**config.mk**
```make
export PLATFORM = sky130hd
export DESIGN_NAME = modn_counter
export DESIGN_NICKNAME = d
export VERILOG_FILES = /design/src/rtl/modn_counter.sv
export SDC_FILE = /design/constraint.sdc
export NUM_CORES = 1
export LEC_CHECK = 0
export CAP_MARGIN = 0
export CELL_PAD_IN_SITES_DETAIL_PLACEMENT = 1
export CELL_PAD_IN_SITES_GLOBAL_PLACEMENT = 1
export CORE_UTILIZATION = 37
export DETAILED_ROUTE_END_ITERATION = 12
export GPL_TIMING_DRIVEN = 1
export MAX_ROUTING_LAYER = met4
export PLACE_DENSITY = 0.83
export SLEW_MARGIN = 20
export SYNTH_ARGS = -nofsm -noshare
export SYNTH_HDL_FRONTEND = slang
export SYNTH_SLANG_ARGS = --single-unit
```
**constraint.sdc**
```tcl
create_clock -name clk -period 4.7 [get_ports clk]
set_input_delay 0.94 -clock clk [delete_from_list [all_inputs] [get_ports clk]]
set_output_delay 0.94 -clock clk [all_outputs]
set_load 0.01 [all_outputs]
```
**src/rtl/modn_counter.sv**
```systemverilog
`default_nettype none
// +------------------------------------------------------------------+
// | modn_counter : modulo-MOD up/down counter, wrap or saturate, BCD  |
// | Revision 1.0 : initial release                                    |
// +------------------------------------------------------------------+
module modn_counter #(
  parameter int MOD = 60,
  parameter int W   = 7,
  parameter int SAT = 0
) (
  input  logic         clk,
  input  logic         reset,
  input  logic         en,
  input  logic         up,
  input  logic         clr,
  input  logic         load,
  input  logic [W-1:0] load_val,
  output logic [W-1:0] count,
  output logic         carry,
  output logic [3:0]   tens,
  output logic [3:0]   ones,
  output logic         load_err
);

  generate
    if ((MOD < 2) || (MOD > 100)) begin : g_bad_mod
      $error("modn_counter: MOD must be in 2..100");
    end
    if ((2 ** W) < MOD) begin : g_bad_width
      $error("modn_counter: W too narrow for MOD");
    end
  endgenerate

  localparam logic [W-1:0] C_LAST = W'(MOD - 1);
  localparam bit           C_SAT  = (SAT != 0);

  logic [W-1:0] count_q, count_d;
  logic         load_err_q, load_err_d;
  logic         w_at_term;
  logic [7:0]   w_val;

  assign w_at_term = up ? (count_q == C_LAST) : (count_q == '0);

  always_comb begin
    count_d    = count_q;
    load_err_d = 1'b0;
    if (clr) begin
      count_d = '0;
    end else if (load) begin
      if (load_val > C_LAST) begin
        count_d    = C_LAST;
        load_err_d = 1'b1;
      end else begin
        count_d = load_val;
      end
    end else if (en) begin
      if (up) begin
        if (w_at_term) count_d = C_SAT ? C_LAST : '0;
        else           count_d = count_q + 1'b1;
      end else begin
        if (w_at_term) count_d = C_SAT ? '0 : C_LAST;
        else           count_d = count_q - 1'b1;
      end
    end
  end

  always_ff @(posedge clk or posedge reset) begin
    if (reset) begin
      count_q    <= '0;
      load_err_q <= 1'b0;
    end else begin
      count_q    <= count_d;
      load_err_q <= load_err_d;
    end
  end

  // count never exceeds 99, so an 8-bit view is enough for the BCD split
  assign w_val    = 8'(count_q);
  assign tens     = 4'(w_val / 8'd10);
  assign ones     = 4'(w_val % 8'd10);
  assign count    = count_q;
  assign load_err = load_err_q;
  assign carry    = en & ~clr & ~load & w_at_term;

endmodule
`default_nettype wire

```
## Word-level counts from Yosys, hierarchy flattened

Index checks and enable logic that the tools add are counted.

- Register bits: 8
- Input bits: 13
- Output and inout port bits: 17

- Add/subtract/negate cells: 2
- Div/mod/pow operators: 2
- Order comparisons: 1
- Equal/unequal tests: 1
- Muxes and demuxes: 11
- Bitwise logic cells: 5
- Reductions and logical operators: 2

Operator list:

| cell | count |
|---|---|
| 7-bit 2-to-1 mux | 7 |
| 7-bit by 4-bit divider with 8-bit output (second input constant) | 1 |
| 7-bit by 4-bit modulo with 8-bit output (second input constant) | 1 |
| 7-bit by 1-bit adder with 7-bit output (second input constant) | 1 |
| 7-bit by 6-bit equality test with 1-bit output (second input constant) | 1 |
| 7-bit by 6-bit > comparator with 1-bit output (second input constant) | 1 |
| 7-bit zero test | 1 |
| 7-bit by 1-bit subtractor with 7-bit output (second input constant) | 1 |
| 1-bit 2-to-1 mux | 4 |
| 1-bit AND | 3 |
| 3-bit nonzero test | 1 |
| 1-bit inverter | 2 |

## Depth between registers and ports, before layout

- Depth after elaboration: 7
- Gate-level depth with buffers: 8
- Depth with buffers taken out: 8

## Least setup slack after synthesis

No wires, ideal clock.

- Path type: input -> output
- Start point: input up
- End point: output carry
- Data arrival time: 2.240 ns
- Path slack: 1.520 ns
- Stages on the path: 4
- Path buffers: 1
- Path through: buf_4 > or4b_4 > a21oi_4 > nor4b_1

- Word-level cells in the longest chain between the ends: 2

Ends and longest elaborated chain:

| what | RTL line | text |
|---|---|---|
| start, declared | 14 | `input logic up,` |
| 1-bit 2-to-1 mux | 42 | `assign w_at_term = up ? (count_q == C_LAST) : (count_q == '0);` |
| 1-bit AND | 83 | `assign carry = en & ~clr & ~load & w_at_term;` |
| end, declared | 19 | `output logic carry,` |

Every way passes these cells.

## Worst setup path after layout

Ends and elaborated chain as after synthesis.

==> out/qor.txt <==
status: finished, violations left
failing checks: design-rule violations
IO Count: 30
CTS buffer count: 3
largest buffer count on any clock path: 2
largest net degree at the start of global routing: 26
Leak: 0.0005056 uW
# clock sinks: 8
Syn-to-layout area delta: 26.81%
post-DR wirelength/cell: 17.00 um
RSZ-0062 raised after global routing: false
first-pass GRT wire length: 5.699 mm
GRT overflow: 0
filler instances: 370
share of cells above drive strength 1: 7.101%
Post-synth EDFFs: 0
Pre-antenna DRT Iters: 8
Post-CTS Setup Repair Bufs: 0
global placer's final weighted congestion: 0.8952
num rows: 19
Final Setup Violations: 0
number of global-route vias before repair: 1179
hold crit path type: flip-flop to flip-flop
Antenna Nets Post-Route: 0
CP bufs+invs: 2
Clock Root Buffer: clkbuf_4
Distinct cells, synth: 46
register-to-register setup slack: 2280 ps
critical path class: input port to output pin
Critical Path, Cell by Cell: clkdlybuf4s50_1 -> nand4_1 -> or2_2 -> a21oi_4 -> nor4b_1 -> clkdlybuf4s50_1
worst path required time: 3760 ps
Die Wd: 56.68 um
yosys synthesis warning count: 0
Fin. Hold Viols: 0
syn nets: 165
Worst Setup Start Kind: input port
core area: 2805 um^2
critical path's largest stage delay: 640 ps
CTS H-tree lvls: 1
commonest non-fill, non-tap cells in the layout: 29 x clkdlybuf4s50_1, 15 x nor2_1, 14 x o21ai_0
Final Power: 368.4 uW
most used cell, CP: clkdlybuf4s50_1
DR iter-0 viols: 41
Post-synth top flop: dfrtp_1
Sum Neg Setup Slack: 0 ps
Max-cap violations: 0
Post-CTS Resized: 0
vias: 1180
net count reported at finish: 188
Worst-Skew Late Latency: 240 ps
Max IR drop VDD: 0.09751 mV
hold_buf cts: 0
worst-path fanout max: 9
sequential cell area: 200.2 um^2
clock-pin slew of the registers on the worst-case setup and hold paths: 50 ps
Fmax: 237.4 MHz
Mapped Area: 1106 um^2
Rel. slew slack: 42.78%
fraction of registers with async set/reset: 100.0%
DIE AREA: 3212 um^2
Synth Instances: 148
initial core utilization: 39.43%
Detailed Route WL: 3.399 mm
post-synthesis sequential area ratio: 18.10%
Final Instance Count excl. Fillers: 200
Mean Syn Cell Area: 7.473 um^2
critical path arrival: 3270 ps
final worst path period need: 4213 ps
Setup crit end kind: output pin
Detail Placement HPWL: 2.585 mm
Hold Slack: 778.9 ps
Layout Skew: 0.7583 ps
# DRC: 2
Synth Register Bits: 8
Core Util, Final: 50.00%
Tcrit/Tclk final: 89.63%
initial antenna violation count: 0
area of the multi-input gates: 824.5 um^2
Pwr per Cell Area: 262.7 nW/um^2
IO Port Bufs: 29
Die H: 56.68 um
CP max-delay cell: clkdlybuf4s50_1
n_diodes: 0
commonest non-fill, non-tap cell in the layout: clkdlybuf4s50_1
Max Transition Viols Final: 0
GRT Resource Usage Total: 22.84%
Tightest Pin Transition: 858.3 ps
TritonCTS clock tree: built
largest delay contributor family on the critical path: buffers and inverters
vias per cell: 5.900
cell count after placement: 197
-- cells in the mapped netlist, types with 3 or more instances --
cell type,instances,share of area (%)
ha_1,4,4.5
clkbuf_1,7,2.4
nor2_1,15,5.1
a21oi_1,8,3.6
inv_1,5,1.7
xor2_1,4,3.2
xnor2_1,7,5.5
nand2_1,9,3.1
nor3_1,6,2.7
o21ai_0,14,6.3
o31ai_1,4,2.7
nor3b_1,3,2.0
dfrtp_1,8,18
nor2b_1,4,2.3
nand4b_1,3,2.4
o22ai_1,3,1.7
nand2b_1,8,4.5
a211oi_1,3,2.0
-- layer usage --
metal | track usage, % | share of wire (%) | vias to the layer above
met4 | 3.571 | 0 | 0
li1 | - | - | 582
met1 | 31.50 | 50 | 583
met2 | 37.93 | 49 | 15
met3 | 0.6912 | 1.3 | 0
met5 | - | 0 | -
-- kinds of logic after synthesis --
logic type               Yosys count  synth area share, %
AO/OA/AOI/OAI                     48                30.21
XOR/XNOR                          11                8.710
adder cells (fa/ha/maj)            4                4.525
buffers and inverters             17                7.353
flip-flops                         8                18.10
multiplexers                       2                1.810
AND/OR/NAND/NOR                   58                29.30
-- path summary, 6_finish.rpt --
path / end / start / depth (start not counted)
max: carry / up / 6
max reg2reg: count[1]$_DFFE_PP0P_ / count[4]$_DFFE_PP0P_ / 6
max in group asynchronous: count[0]$_DFFE_PP0P_ / reset / 2
min: count[0]$_DFFE_PP0P_ / count[0]$_DFFE_PP0P_ / 2
min in group asynchronous: count[4]$_DFFE_PP0P_ / reset / 2
min reg2reg: count[0]$_DFFE_PP0P_ / count[0]$_DFFE_PP0P_ / 2
-- layout make-up --
| type | count | share of cell area, % |
|---|---|---|
| Clock buffer | 3 | 1.606 |
| Inverter | 5 | 1.338 |
| Multi-Input combinational cell | 123 | 58.79 |
| Sequential cell | 8 | 14.27 |
| Tap cell | 31 | 2.765 |
| Timing Repair Buffer | 30 | 21.23 |
-- registers in the layout, summed over array words and instances (netlist names) --
signal	count
load_err	1
count	7
-- power by group --
| part | internal, uW | leakage (uW) | switching, uW |
|---|---|---|---|
| clock | 29.0 | 0.0000138 | 19.9 |
| combinational | 115 | 0.000390 | 104 |
| sequential | 75.6 | 0.000102 | 25.2 |
-- worst reg2reg max path: stages, from the launching register on --
cell     delay, ps
dfrtp_1        600
or3_4          480
or4b_4         560
a21oi_4        250
or2b_1         160
xnor2_1        140
o22ai_2        110
-- through the flow --
stage	setup slack (ps)	area, um^2
final	487.2	1403
after CTS	508.5	1403
after global routing	365.1	1403
after global placement	683.9	1380
after floorplan	1520	1106
after detailed placement	533.0	1380
(Power assumes the default switching activity.)
